$ cat src/rtl/imem_loader.sv
// Instruction-memory program loader: turns a length-prefixed byte stream into
// big-endian 32-bit words written from address 0, holding the CPU in reset meanwhile.
module imem_loader #(
    parameter int ADDR_W = 8,
    parameter int DEPTH  = 256
) (
    input  logic              clk,
    input  logic              rst,
    input  logic              start,
    input  logic              in_valid,
    input  logic [7:0]        in_data,
    output logic              in_ready,
    output logic              wr_en,
    output logic [ADDR_W-1:0] wr_addr,
    output logic [31:0]       wr_data,
    output logic              cpu_hold,
    output logic              busy,
    output logic              done,
    output logic              err,
    output logic [15:0]       word_count
);

    typedef enum logic [2:0] {
        S_IDLE, S_LEN_HI, S_LEN_LO, S_DATA, S_LAST_WR, S_DONE, S_ERR
    } state_t;

    localparam logic [15:0] DEPTH_W = 16'(DEPTH);

    state_t              r_state;
    state_t              w_next;
    logic [1:0]          r_byte_idx;
    logic [23:0]         r_asm;
    logic [15:0]         r_word_idx;
    logic [15:0]         r_word_count;
    logic                r_wr_en;
    logic [ADDR_W-1:0]   r_wr_addr;
    logic [31:0]         r_wr_data;

    logic                w_accept;
    logic [15:0]         w_len;
    logic                w_last_word;
    logic                w_word_end;

    assign w_accept    = in_valid & in_ready;
    assign w_len       = {r_word_count[15:8], in_data};
    assign w_last_word = (r_word_idx == (r_word_count - 16'd1));
    assign w_word_end  = w_accept && (r_byte_idx == 2'd3);

    assign wr_en      = r_wr_en;
    assign wr_addr    = r_wr_addr;
    assign wr_data    = r_wr_data;
    assign word_count = r_word_count;

    // State register
    always_ff @(posedge clk or negedge rst) begin
        if (!rst) begin
            r_state <= S_IDLE;
        end else begin
            r_state <= w_next;
        end
    end

    // Next-state decode; start is only honoured in the three non-busy states
    always_comb begin
        w_next = r_state;
        case (r_state)
            S_IDLE, S_DONE, S_ERR: begin
                if (start) w_next = S_LEN_HI;
                else       w_next = r_state;
            end
            S_LEN_HI: begin
                if (w_accept) w_next = S_LEN_LO;
                else          w_next = S_LEN_HI;
            end
            S_LEN_LO: begin
                if (!w_accept)             w_next = S_LEN_LO;
                else if (w_len == 16'd0)   w_next = S_DONE;
                else if (w_len > DEPTH_W)  w_next = S_ERR;
                else                       w_next = S_DATA;
            end
            S_DATA: begin
                if (w_word_end && w_last_word) w_next = S_LAST_WR;
                else                           w_next = S_DATA;
            end
            S_LAST_WR: w_next = S_DONE;
            default:   w_next = S_IDLE;
        endcase
    end

    // Status outputs decoded from the state register
    always_comb begin
        in_ready = 1'b0;
        busy     = 1'b0;
        done     = 1'b0;
        err      = 1'b0;
        cpu_hold = 1'b1;
        case (r_state)
            S_LEN_HI, S_LEN_LO, S_DATA: begin
                in_ready = 1'b1;
                busy     = 1'b1;
            end
            S_LAST_WR: busy = 1'b1;
            S_DONE: begin
                done     = 1'b1;
                cpu_hold = 1'b0;
            end
            S_ERR:   err = 1'b1;
            default: busy = 1'b0;
        endcase
    end

    // Header latch, word assembly and the separate write-port registers
    always_ff @(posedge clk or negedge rst) begin
        if (!rst) begin
            r_byte_idx   <= 2'd0;
            r_asm        <= 24'd0;
            r_word_idx   <= 16'd0;
            r_word_count <= 16'd0;
            r_wr_en      <= 1'b0;
            r_wr_addr    <= {ADDR_W{1'b0}};
            r_wr_data    <= 32'd0;
        end else begin
            r_wr_en <= 1'b0;
            case (r_state)
                S_IDLE, S_DONE, S_ERR: begin
                    if (start) begin
                        r_word_count <= 16'd0;
                        r_byte_idx   <= 2'd0;
                        r_word_idx   <= 16'd0;
                    end else begin
                        r_word_count <= r_word_count;
                    end
                end
                S_LEN_HI: begin
                    if (w_accept) r_word_count[15:8] <= in_data;
                    else          r_word_count <= r_word_count;
                end
                S_LEN_LO: begin
                    if (w_accept) begin
                        r_word_count[7:0] <= in_data;
                        r_byte_idx        <= 2'd0;
                        r_word_idx        <= 16'd0;
                    end else begin
                        r_word_count <= r_word_count;
                    end
                end
                S_DATA: begin
                    if (w_word_end) begin
                        r_wr_en    <= 1'b1;
                        r_wr_addr  <= r_word_idx[ADDR_W-1:0];
                        r_wr_data  <= {r_asm, in_data};
                        r_word_idx <= r_word_idx + 16'd1;
                        r_byte_idx <= 2'd0;
                    end else if (w_accept) begin
                        r_asm      <= {r_asm[15:0], in_data};
                        r_byte_idx <= r_byte_idx + 2'd1;
                    end else begin
                        r_asm <= r_asm;
                    end
                end
                default: r_wr_en <= 1'b0;
            endcase
        end
    end

endmodule

$ cat config.mk
export PLATFORM = sky130hd
export DESIGN_NAME = imem_loader
export DESIGN_NICKNAME = d
export VERILOG_FILES = /design/src/rtl/imem_loader.sv
export SDC_FILE = /design/constraint.sdc
export NUM_CORES = 1
export LEC_CHECK = 0
export CORE_ASPECT_RATIO = 1.4
export CORE_MARGIN = 4
export CORE_UTILIZATION = 30
export CTS_BUF_LIST = sky130_fd_sc_hd__clkbuf_2 sky130_fd_sc_hd__clkbuf_4 sky130_fd_sc_hd__clkbuf_8
export CTS_CLUSTER_SIZE = 12
export DETAILED_ROUTE_END_ITERATION = 7
export SLEW_MARGIN = 5
export SYNTH_ARGS = -nofsm -noshare
export SYNTH_HDL_FRONTEND = slang
export SYNTH_SLANG_ARGS = --single-unit
$ cat constraint.sdc
create_clock -name clk -period 2.5 [get_ports clk]
set_clock_uncertainty 0.1 [all_clocks]
set_input_delay 0.5 -clock clk [delete_from_list [all_inputs] [get_ports clk]]
set_output_delay 0.5 -clock clk [all_outputs]
set_load 0.03 [all_outputs]
==> flow_metrics.py <==
metrics = {
    "logic_synthesis": {
        "yosys_register_bits": 102,
        "synth_top_area_share_pct": 51.68,
        "synth_async_sr_flop_share_pct": 100.0,
        "synth.area.top_cells": "dfrtp_1 52%, mux2_2 11%, mux2_1 3.6%",
        "synth_area_per_cell_um2": 11.28,
        "synthesis.area_mm2": 0.004938,
        "yosysWarnings": 0,
        "netlist-cell-type-count": 60,
        "synth_top_cell_by_area": "dfrtp_1",
        "seq_area_frac_synth_pct": 51.68,
        "synth_fp_nets": 453,
        "synth_flop_cell": "dfrtp_1",
        "synthCells": 438,
        "synth_edf_count": 0,
    },
    "timing": {
        "post-route-min-period_ns": 2.412,
        "setup_tns_ns": 0,
        "hold_violations": 6,
        "finalSetupViolations": 0,
        "slew_viol_final": 0,
        "fmax_ghz": 0.4146,
        "maxSlewHeadroom_pct": 62.55,
        "fin_crit_sh_pct": 96.49,
        "tightest_slew_ns": 0.5605,
        "whs_ns": -0.01540,
        "finalWorstSetupSlack_ns": 0.08782,
        "rsz0062_at_grt": "no",
    },
    "power_and_ir_drop": {
        "power_mw": 6.856,
        "power_density_mw_per_mm2": 1090,
        "leakage_nw": 2.797,
        "irDropWorstVdd_uv": 434.7,
    },
    "cells_and_area": {
        "final_util_pct": 38.90,
        "antenna_cells": 0,
        "nFillCells": 1588,
        "layout-drive-gt1-share_pct": 21.38,
        "final_cells": 737,
        "stdcell_area_mm2": 0.006291,
        "nets": 549,
        "syn_to_final_growth_pct": 27.39,
    },
    "route": {
        "route.detailed.drc": 0,
        "detail_route.first_pass.iterations": 4,
        "post_drt_wl_per_cell_um": 16.59,
        "ant_nets": 0,
        "wirelength_mm": 12.23,
        "drt_iter0_markers": 170,
        "via_count": 3693,
        "vias_per_cell": 5.011,
    },
    "placed_design": {
        "place_area_mm2": 0.006108,
        "pre_cts_ws_ns": 0.04952,
        "finalWeightedCongestion": 0.8456,
        "dp.cells": 722,
        "numPortBuffers": 73,
        "dpl.hpwl_mm": 9.273,
    },
    "floorplanning": {
        "dieArea_mm2": 0.01861,
        "fp-row-count": 55,
        "coreArea_mm2": 0.01617,
        "start_util_pct": 30.54,
        "io_pins": 74,
        "die_w_um": 116.4,
        "fp.dieH_um": 159.8,
    },
    "cts": {
        "cts_num_sinks": 102,
        "root_buffer": "clkbuf_8",
        "cts_buffers": 9,
        "cts_tree": "built",
        "clock_path_buffers": 2,
        "path_clk_slew_ns": 0.10,
        "clk_latency_ns": 0.36,
        "h-tree-depth": 3,
    },
    "global_route": {
        "grtUsageTotal_pct": 13.38,
        "grt_pass1_vias": 3885,
        "grt_overflow": 0,
        "grt_max_degree": 41,
        "antenna_found_initial": 0,
        "grt_pass1_wl_mm": 19.95,
    },
    "status": {
        "outcome": "finished, violations left",
        "violations": "negative hold slack",
    },
    "setup_path": {
        "critPathMaxFanout": 10,
        "arrival_ns": 1.81,
        "critPathKind": "flop to output pin",
        "crit_path_start_kind": "flop",
        "required_ns": 1.90,
        "crit_path_end_kind": "output pin",
    },
    "hold_path": {
        "hold_class": "primary input to async pin",
    },
    "job": {
        "max_cap_violations": 0,
    },
}
-- repair_timing --
action / 4_1_cts / 5_1_grt
hold buffers: 0 / 0
setup buffers: 0 / 0
resized for setup: 4 / 1
setup endpoints to repair: 3 / 1
-- power breakdown --
group | switching [mW] | internal (mW) | total (mW)
sequential | 0.455 | 2.04 | 2.49
combinational | 1.86 | 1.53 | 3.39
clock | 0.599 | 0.376 | 0.975
-- layout by cell type, fill, tap and decap left out, drive strengths merged, types with 3 or more instances in the layout --
cell type,netlist,routed
clkbuf,6,9
a211oi,4,4
nand2b,4,4
nor2b,6,6
clkdlybuf4s50,0,69
buf,16,35
nor4,9,9
dfrtp,102,102
xnor2,17,17
dlygate4sd2,0,3
nor3,10,10
and3,3,3
o21ai,29,29
inv,8,10
xor2,13,13
nand2,44,44
a21oi,16,16
nand3,11,11
nor2,25,25
or2,3,3
mux2,66,66
clkinv,0,3
or3,7,7
ha,3,3
o41ai,3,3
a21o,3,3
-- Yosys cell counts (2+ instances only) --
master    count
o41ai_1       2
and2_1        2
nand3b_1      2
nand4_1       2
nor4_1        8
nor2_4        2
or2_2         2
a21o_1        3
inv_1         8
nor3_1        9
buf_2        11
or3_1         7
buf_4         2
o211ai_1      2
a211oi_1      4
nor2b_1       6
xor2_1       13
o21ai_1      10
nand2b_1      4
buf_1         2
ha_1          3
o21ai_0      19
and3_1        3
nand2_1      44
a21oi_2       2
a21oi_1      14
mux2_1       16
mux2_2       50
dfrtp_1     102
nand3_1      11
xnor2_1      17
clkbuf_1      5
nor2_1       23
a311oi_1      2
-- final timing paths --
path,from,endpoint,slack [ns],depth (start not counted)
setup reg to reg,word_count[0]$_DFFE_PN0P_,r_state[0]$_DFFE_PN0N_,0.21,8
max in group asynchronous,rst,wr_data[1]$_DFFE_PN0P_,1.70,2
hold reg to reg,r_asm[18]$_DFFE_PN0P_,r_asm[18]$_DFFE_PN0P_,0.39,1
min in group clk,r_asm[18]$_DFFE_PN0P_,r_asm[18]$_DFFE_PN0P_,0.39,1
setup / recovery,r_state[0]$_DFFE_PN0N_,err,0.09,3
hold / removal,rst,r_word_idx[15]$_DFFE_PN0P_,-0.02,1
-- cells by family (layout without fill, tap and decap cells) --
| kind of cell | after synthesis | after routing | synth area share (%) |
|---|---|---|---|
| xor+xnor | 30 | 30 | 5.320 |
| compound gates | 72 | 72 | 9.704 |
| flops | 102 | 102 | 51.68 |
| simple gates | 134 | 134 | 14.39 |
| mux | 67 | 67 | 15.25 |
| fa+ha+maj | 3 | 3 | 0.7602 |
| buf+inv | 30 | 130 | 2.888 |
-- critical path, cell delays in order (launching register included) --
cell             delay (ns)
dfrtp_2                0.49
nor2b_1                0.16
and2_1                 0.14
clkdlybuf4s50_1        0.67
-- cell type report --
class / count / area, µm² / share of cell area, %
flip-flops and latches: 102 / 2554 / 40.59
multi-input cells: 306 / 2246 / 35.70
repair buffers: 107 / 1030 / 16.37
well taps: 199 / 249.0 / 3.958
clock buffers: 9 / 123.9 / 1.969
clock inverters: 6 / 58.81 / 0.9348
inverters: 8 / 30.03 / 0.4773
-- registers in the layout, indices dropped and copies added (netlist names) --
name        cells
r_byte_idx      2
r_word_idx     16
wr_addr         8
r_asm          24
wr_data        32
wr_en           1
word_count     16
r_state         3
-- routing by layer --
metal,up-vias,share of wire [%],GRT usage [%]
met5,-,0,0
met4,0,2.1,4.011
met3,18,5.4,2.843
met2,104,51,22.66
met1,1818,42,16.94
li1,1753,-,-
No activity file was read; power rests on OpenSTA's default activity.
